[config.mk]
export PLATFORM = sky130hd
export DESIGN_NAME = fetch_stage_flat
export DESIGN_NICKNAME = d
export VERILOG_FILES = /design/src/rtl/fetch_pkg.sv /design/src/rtl/fetch_stage_if.sv /design/src/rtl/if_id_reg.sv /design/src/rtl/fetch_stage.sv /design/src/flat_wrapper.sv
export SDC_FILE = /design/constraint.sdc
export NUM_CORES = 1
export LEC_CHECK = 0
export CORE_ASPECT_RATIO = 0.75
export CORE_MARGIN = 5
export CORE_UTILIZATION = 44
export CTS_CLUSTER_SIZE = 14
export DETAILED_ROUTE_END_ITERATION = 12
export GPL_TIMING_DRIVEN = 0
export PLACE_DENSITY = 0.75
export SYNTH_ARGS = -nofsm -noshare
export SYNTH_HDL_FRONTEND = slang
export SYNTH_SLANG_ARGS = --single-unit
[constraint.sdc]
create_clock -name clk -period 3.5 [get_ports clk]
set_input_delay 0.7 -clock clk [delete_from_list [all_inputs] [get_ports clk]]
set_output_delay 0.7 -clock clk [all_outputs]
set_load 0.05 [all_outputs]
[src/rtl/fetch_pkg.sv]
// Shared types and constants for the LEGv8 instruction-fetch stage.
//   LEGV8_NOP     : encoding of the architectural NOP, used for IF/ID bubbles
//   PC_W          : storage width of the PC field inside the IF/ID record
//   if_id_t       : IF/ID pipeline record {pc, instr, valid}
//   IF_ID_BUBBLE  : reset / flush value of the IF/ID record
//   fetch_state_e : fetch sequencing FSM states {BOOT, RUN}
//   misaligned()  : true when a redirect target is not word aligned
package fetch_pkg;

  localparam logic [31:0] LEGV8_NOP = 32'hD503_201F;
  localparam int unsigned PC_W = 64;

  typedef struct packed {
    logic [PC_W-1:0] pc;
    logic [31:0]     instr;
    logic            valid;
  } if_id_t;

  localparam if_id_t IF_ID_BUBBLE = '{pc: '0, instr: LEGV8_NOP, valid: 1'b0};

  typedef enum logic [0:0] {
    BOOT,
    RUN
  } fetch_state_e;

  function automatic logic misaligned(input logic [1:0] lo);
    return lo != 2'b00;
  endfunction

endpackage

[src/rtl/fetch_stage_if.sv]
// Bus between the fetch stage and its environment (hazard unit, MEM stage,
// instruction memory, decode).
//   master : environment side; drives PCWrite/DWrite/PCSrc/PCBranch/imem_instr
//   slave  : fetch stage side; drives imem_addr, IF_ID_*, misalign_err
//            (and stall_cnt/flush_cnt when FETCH_PERF_CNT_EN is defined)
interface fetch_stage_if #(
  parameter int unsigned N = 64
);

  logic         PCWrite;
  logic         DWrite;
  logic         PCSrc;
  logic [N-1:0] PCBranch;
  logic [31:0]  imem_instr;
  logic [N-1:0] imem_addr;
  logic [N-1:0] IF_ID_pc;
  logic [31:0]  IF_ID_instr;
  logic         IF_ID_valid;
  logic         misalign_err;
`ifdef FETCH_PERF_CNT_EN
  logic [31:0]  stall_cnt;
  logic [31:0]  flush_cnt;

  modport master (
    output PCWrite, DWrite, PCSrc, PCBranch, imem_instr,
    input  imem_addr, IF_ID_pc, IF_ID_instr, IF_ID_valid, misalign_err, stall_cnt, flush_cnt
  );

  modport slave (
    input  PCWrite, DWrite, PCSrc, PCBranch, imem_instr,
    output imem_addr, IF_ID_pc, IF_ID_instr, IF_ID_valid, misalign_err, stall_cnt, flush_cnt
  );
`else
  modport master (
    output PCWrite, DWrite, PCSrc, PCBranch, imem_instr,
    input  imem_addr, IF_ID_pc, IF_ID_instr, IF_ID_valid, misalign_err
  );

  modport slave (
    input  PCWrite, DWrite, PCSrc, PCBranch, imem_instr,
    output imem_addr, IF_ID_pc, IF_ID_instr, IF_ID_valid, misalign_err
  );
`endif

endinterface

[src/rtl/if_id_reg.sv]
// IF/ID pipeline register.
//   clk   : clock, rising edge
//   reset : asynchronous, active-low; loads the bubble record
//   en    : load d on the next edge
//   flush : load the bubble record on the next edge (wins over en)
//   d     : incoming {pc, instr, valid}
//   q     : registered {pc, instr, valid}
module if_id_reg
  import fetch_pkg::*;
(
  input  logic   clk,
  input  logic   reset,
  input  logic   en,
  input  logic   flush,
  input  if_id_t d,
  output if_id_t q
);

  always_ff @(posedge clk or negedge reset) begin
    if (!reset) begin
      q <= IF_ID_BUBBLE;
    end else if (flush) begin
      q <= IF_ID_BUBBLE;
    end else if (en) begin
      q <= d;
    end
  end

endmodule

[src/rtl/fetch_stage.sv]
// LEGv8 IF stage: PC register, instruction-memory address, IF/ID capture,
// branch redirect/flush, load-use stall, sticky misaligned-target flag.
//   clk   : clock, rising edge
//   reset : asynchronous, active-low
//   bus   : fetch_stage_if.slave (control in, imem address/data, IF/ID out)
// Optional: define FETCH_PERF_CNT_EN to add saturating stall_cnt/flush_cnt.
module fetch_stage
  import fetch_pkg::*;
#(
  parameter int unsigned  N        = 64,
  parameter logic [N-1:0] RESET_PC = '0
) (
  input  logic          clk,
  input  logic          reset,
  fetch_stage_if.slave  bus
);

  fetch_state_e state_q, state_d;
  logic [N-1:0] pc_q, pc_d;
  logic         misalign_q, misalign_d;
  logic         if_id_load;
  logic         if_id_flush;
  if_id_t       if_id_d, if_id_q;

  // State register, PC and sticky error flag.
  always_ff @(posedge clk or negedge reset) begin
    if (!reset) begin
      state_q    <= BOOT;
      pc_q       <= RESET_PC;
      misalign_q <= 1'b0;
    end else begin
      state_q    <= state_d;
      pc_q       <= pc_d;
      misalign_q <= misalign_d;
    end
  end

  // Next state, next PC and IF/ID controls; redirect beats stall beats advance.
  always_comb begin
    state_d     = state_q;
    pc_d        = pc_q;
    misalign_d  = misalign_q;
    if_id_load  = 1'b0;
    if_id_flush = 1'b0;

    unique case (state_q)
      // First cycle after reset: imem data is not yet trustworthy, insert a bubble.
      BOOT: begin
        state_d     = RUN;
        if_id_flush = 1'b1;
      end
      RUN: begin
        if (bus.PCSrc) begin
          if_id_flush = 1'b1;
        end else begin
          if_id_load = bus.DWrite;
        end
      end
      default: state_d = BOOT;
    endcase

    // A redirect is honoured even in BOOT; only RUN advances sequentially.
    if (bus.PCSrc) begin
      pc_d = {bus.PCBranch[N-1:2], 2'b00};
      if (misaligned(bus.PCBranch[1:0])) begin
        misalign_d = 1'b1;
      end
    end else if (state_q == RUN && bus.PCWrite) begin
      pc_d = pc_q + N'(4);
    end
  end

  always_comb begin
    if_id_d       = IF_ID_BUBBLE;
    if_id_d.pc    = PC_W'(pc_q);
    if_id_d.instr = bus.imem_instr;
    if_id_d.valid = 1'b1;
  end

  if_id_reg u_if_id_reg (
    .clk   (clk),
    .reset (reset),
    .en    (if_id_load),
    .flush (if_id_flush),
    .d     (if_id_d),
    .q     (if_id_q)
  );

  assign bus.imem_addr    = pc_q;
  assign bus.IF_ID_pc     = if_id_q.pc[N-1:0];
  assign bus.IF_ID_instr  = if_id_q.instr;
  assign bus.IF_ID_valid  = if_id_q.valid;
  assign bus.misalign_err = misalign_q;

`ifdef FETCH_PERF_CNT_EN
  logic [31:0] stall_cnt_q, flush_cnt_q;

  // Saturating event counters, RUN cycles only.
  always_ff @(posedge clk or negedge reset) begin
    if (!reset) begin
      stall_cnt_q <= '0;
      flush_cnt_q <= '0;
    end else if (state_q == RUN) begin
      if (bus.PCSrc && flush_cnt_q != 32'hFFFF_FFFF) begin
        flush_cnt_q <= flush_cnt_q + 32'd1;
      end
      if (!bus.PCSrc && !bus.PCWrite && stall_cnt_q != 32'hFFFF_FFFF) begin
        stall_cnt_q <= stall_cnt_q + 32'd1;
      end
    end
  end

  assign bus.stall_cnt = stall_cnt_q;
  assign bus.flush_cnt = flush_cnt_q;
`endif

endmodule
[src/flat_wrapper.sv]
// flat-port wrapper written by rule: the top's interface ports become plain ports
module fetch_stage_flat import fetch_pkg::*;
#(
  parameter int unsigned  N        = 64,
  parameter logic [N-1:0] RESET_PC = '0
)
  (clk, reset, bus_PCWrite, bus_DWrite, bus_PCSrc, bus_PCBranch, bus_imem_instr, bus_imem_addr, bus_IF_ID_pc, bus_IF_ID_instr, bus_IF_ID_valid, bus_misalign_err);
  fetch_stage_if #(.N(N)) bus_i ();
  input  logic clk;
  input  logic reset;
  input wire logic [$bits(bus_i.PCWrite)-1:0] bus_PCWrite;
  input wire logic [$bits(bus_i.DWrite)-1:0] bus_DWrite;
  input wire logic [$bits(bus_i.PCSrc)-1:0] bus_PCSrc;
  input wire logic [$bits(bus_i.PCBranch)-1:0] bus_PCBranch;
  input wire logic [$bits(bus_i.imem_instr)-1:0] bus_imem_instr;
  output wire logic [$bits(bus_i.imem_addr)-1:0] bus_imem_addr;
  output wire logic [$bits(bus_i.IF_ID_pc)-1:0] bus_IF_ID_pc;
  output wire logic [$bits(bus_i.IF_ID_instr)-1:0] bus_IF_ID_instr;
  output wire logic [$bits(bus_i.IF_ID_valid)-1:0] bus_IF_ID_valid;
  output wire logic [$bits(bus_i.misalign_err)-1:0] bus_misalign_err;
  assign bus_i.PCWrite = bus_PCWrite;
  assign bus_i.DWrite = bus_DWrite;
  assign bus_i.PCSrc = bus_PCSrc;
  assign bus_i.PCBranch = bus_PCBranch;
  assign bus_i.imem_instr = bus_imem_instr;
  assign bus_imem_addr = bus_i.imem_addr;
  assign bus_IF_ID_pc = bus_i.IF_ID_pc;
  assign bus_IF_ID_instr = bus_i.IF_ID_instr;
  assign bus_IF_ID_valid = bus_i.IF_ID_valid;
  assign bus_misalign_err = bus_i.misalign_err;
  fetch_stage #(.N(N), .RESET_PC(RESET_PC)) u_core (.clk(clk), .reset(reset), .bus(bus_i));
endmodule
==> results.md <==
* Status: complete, no violations
* Vias per inst at 5.77
* Wire length of the first global-routing pass at ~39000 µm
* Wire per inst at approximately 21 µm
* Crit-path max cell delay at 0.59 ns
* Hold slack final at 0.135 ns
* Synth Flop Type: dfrtp_1
* Yosys warnings at 0
* Initial antenna violation count at 0
* Startpoint types: input pin
* Final worst clock skew at 0.0107 ns
* Rows at 40
* Total setup buffers inserted after CTS at 0
* CTS Hold Bufs at 0
* Clk slew on worst S/H paths at 0.07 ns
* Synth Area per Inst at 10.9 µm²
* Total number of H-tree levels at 4
* Leakage power at 0.00443 µW
* Post-Route Setup TNS at 0 ns
* RSZ-0062 raised after global routing: false
* GRT Residual Overflow at 0
* Actual slew at the worst max-slew pin at slightly below 1 ns
* Commonest non-fill, non-tap cell in the layout: clkdlybuf4s50_1
* Layout area overhead at 47.5%
* Root Buffer: clkbuf_16
* Fillers at 1295
* TritonCTS Sinks at 159
* Critical-path cell list: clkdlybuf4s50_1 > clkbuf_1 > clkbuf_1 > clkbuf_1 > clkbuf_1 > nand2_1 > o21ai_0
* Worst EP arrival at 3.41 ns
* Total Power at 5040 µW
* Vias in the first global route at 6836
* Die X at 159 µm
* Detailed router's first-iteration violation count at just under 600
* Ports at ~260
* Clock Path Buffers at 2
* Routability cong. at 0.855
* Netlist cell types at 50
* Drt total wl at 24900 µm
* CP Class: in -> reg
* Core Box Area at 16200 µm²
* Die height at 122 µm
* Routed Antenna Nets at 0
* Die area at just under 20000 µm²
* Number of cells produced by synthesis at 669
* Fin. Hold Viols at 0
* Fin crit share at 87.7%
* Asr flop ratio synth at 100%
* Area post-placement at 10200 µm²
* Crit-path slowest cell: clkdlybuf4s50_1
* Reg2reg setup slack at 0.91 ns
* Final routed DRC violation total at 0
* Inserted Clock Buffers at 17
* Sequential element share of the synthesized area at a little over half
* Design Area, Final at 10800 µm²
* Post-CTS Resized at 0
* Yosys reg bits at 159
* Initial core utilization at between 40% and 50%
* PD cells at ~470 nW/µm²
* Final net count at 1052
* Layout cell share with drive strength beyond 1 at 7.17%
* Critical Path Most Common Cell: clkbuf_1
* Diode count at 0
* Vias at 6768
* Post-synth EDFFs at 0
* Period minus WS final at 3.07 ns
* Mapped cell area at 7310 µm²
* CP max FO at 10
* HP Class: in -> async
* Total Routing Usage GR at around 25%
* DP HPWL at about 18000 µm
* CTS tree: yes
* Crit end category: flip-flop
* Max Freq at 0.326 GHz
* PortBufs at 258
* Max-slew violation count at 0
* 1st-pass router iterations at 5
* Max cap viols at 0
* Worst endpoint required time at between 3 and 4 ns
* Largest net degree at the start of global routing at 123
* Slew margin rel. at 34.1%
* VDD IR max at 0.000327 V
* Final setup fails at 0
* Worst skew pair latency at 0.43 ns
* Most frequent cells in the layout: clkdlybuf4s50_1, dfrtp_1, a22o_1
==> state kept, by name, summed over array words and instances (netlist names) <==
name                     flops
u_core.state_q               1
u_core.bus.imem_addr        62
u_core.u_if_id_reg.q        95
u_core.bus.misalign_err      1
==> area by class of cell <==
cell class | instances | area [µm²] | area share [%]
Sequential cell | 159 | 4000 | 37.1
Buffer | 43 | 184 | 1.71
Multi-Input combinational cell | 464 | 3120 | 28.9
Clock inverter | 12 | 136 | 1.27
Clock buffer | 20 | 447 | 4.14
Inverter | 6 | 22.5 | 0.209
Timing Repair Buffer | 259 | 2620 | 24.3
Tap cell | 210 | 263 | 2.44
==> layer usage <==
layer / GRT usage (%) / wire length (µm) / up-vias / share of wire, %
li1: - / - / 3067 / -
met1: 36.1 / 11100 / 3331 / 45
met2: 37.6 / 11200 / 341 / 45
met3: 8.15 / 2210 / 29 / 8.9
met4: 7.09 / 351 / 0 / 1.4
met5: 0 / 0 / - / 0
==> cells in the mapped netlist (all sizes together) (3+ instances only) <==
| cell type | instances | share of area, % |
|---|---|---|
| a221o | 5 | 0.68 |
| a22o | 76 | 9.1 |
| a22oi | 4 | 0.41 |
| a31oi | 13 | 1.1 |
| and2 | 4 | 0.34 |
| and3 | 12 | 1.0 |
| and4 | 5 | 0.60 |
| buf | 10 | 0.82 |
| clkbuf | 33 | 1.7 |
| dfrtp | 146 | 50 |
| dfstp | 13 | 4.7 |
| inv | 6 | 0.31 |
| mux2i | 7 | 0.96 |
| nand2 | 75 | 3.9 |
| nand3 | 24 | 1.9 |
| nand4 | 36 | 3.8 |
| nor2 | 22 | 1.2 |
| nor2b | 15 | 1.3 |
| nor3 | 15 | 1.0 |
| nor3b | 3 | 0.31 |
| nor4 | 14 | 2.2 |
| o21ai | 47 | 3.2 |
| o22a | 13 | 1.6 |
| o31ai | 5 | 0.51 |
| or3 | 10 | 0.86 |
| or4 | 6 | 0.62 |
| xnor2 | 11 | 1.3 |
| xor2 | 22 | 2.6 |
==> logic make-up after synthesis <==
family	after synthesis	synth area share [%]
XOR/XNOR	33	3.95
multiplexers	9	1.27
other	2	0.103
buffers and inverters	49	2.82
AO/OA/AOI/OAI	171	17.4
flip-flops	159	54.7
adder cells (fa/ha/maj)	1	0.171
AND/OR/NAND/NOR	245	19.6
==> where the power goes <==
group | switching, µW | leakage (µW) | internal [µW]
sequential | 158 | 0.00201 | 1950
combinational | 677 | 0.00216 | 395
clock | 786 | 0.000266 | 1070
total | 1620 | 0.00443 | 3420
==> critical path: cells and delay by family <==
family	cells	cell delay, ns
buffers and inverters	5	2.47
AO/OA/AOI/OAI	1	0.10
AND/OR/NAND/NOR	1	0.12
==> stage by stage <==
step / utilization (%) / cells / worst slack (ns)
final: 66.7 / 1173 / 0.430
after global routing: 66.7 / 1173 / 0.186
after floorplan: - / 672 / 1.14
after detailed placement: 63.1 / 1141 / 0.0110
after CTS: 66.7 / 1173 / 0.410
after global placement: 62.9 / 1140 / -4.83
==> path summary, 6_finish.rpt <==
path	from	endpoint	depth (start not counted)
setup / recovery	bus_PCSrc	u_core.bus.imem_addr[24]$_DFFE_PN0N_	7
hold / removal	reset	u_core.bus.imem_addr[52]$_DFFE_PN0N_	1
setup reg to reg	u_core.bus.imem_addr[5]$_DFFE_PN0N_	u_core.bus.imem_addr[37]$_DFFE_PN0N_	5
hold reg to reg	u_core.u_if_id_reg.q[0]$_DFFE_PN0P_	u_core.u_if_id_reg.q[0]$_DFFE_PN0P_	1
max in group asynchronous	reset	u_core.bus.imem_addr[62]$_DFFE_PN0N_	2
min in group clk	u_core.u_if_id_reg.q[0]$_DFFE_PN0P_	u_core.u_if_id_reg.q[0]$_DFFE_PN0P_	1
Power figures use the tool's default switching activity.
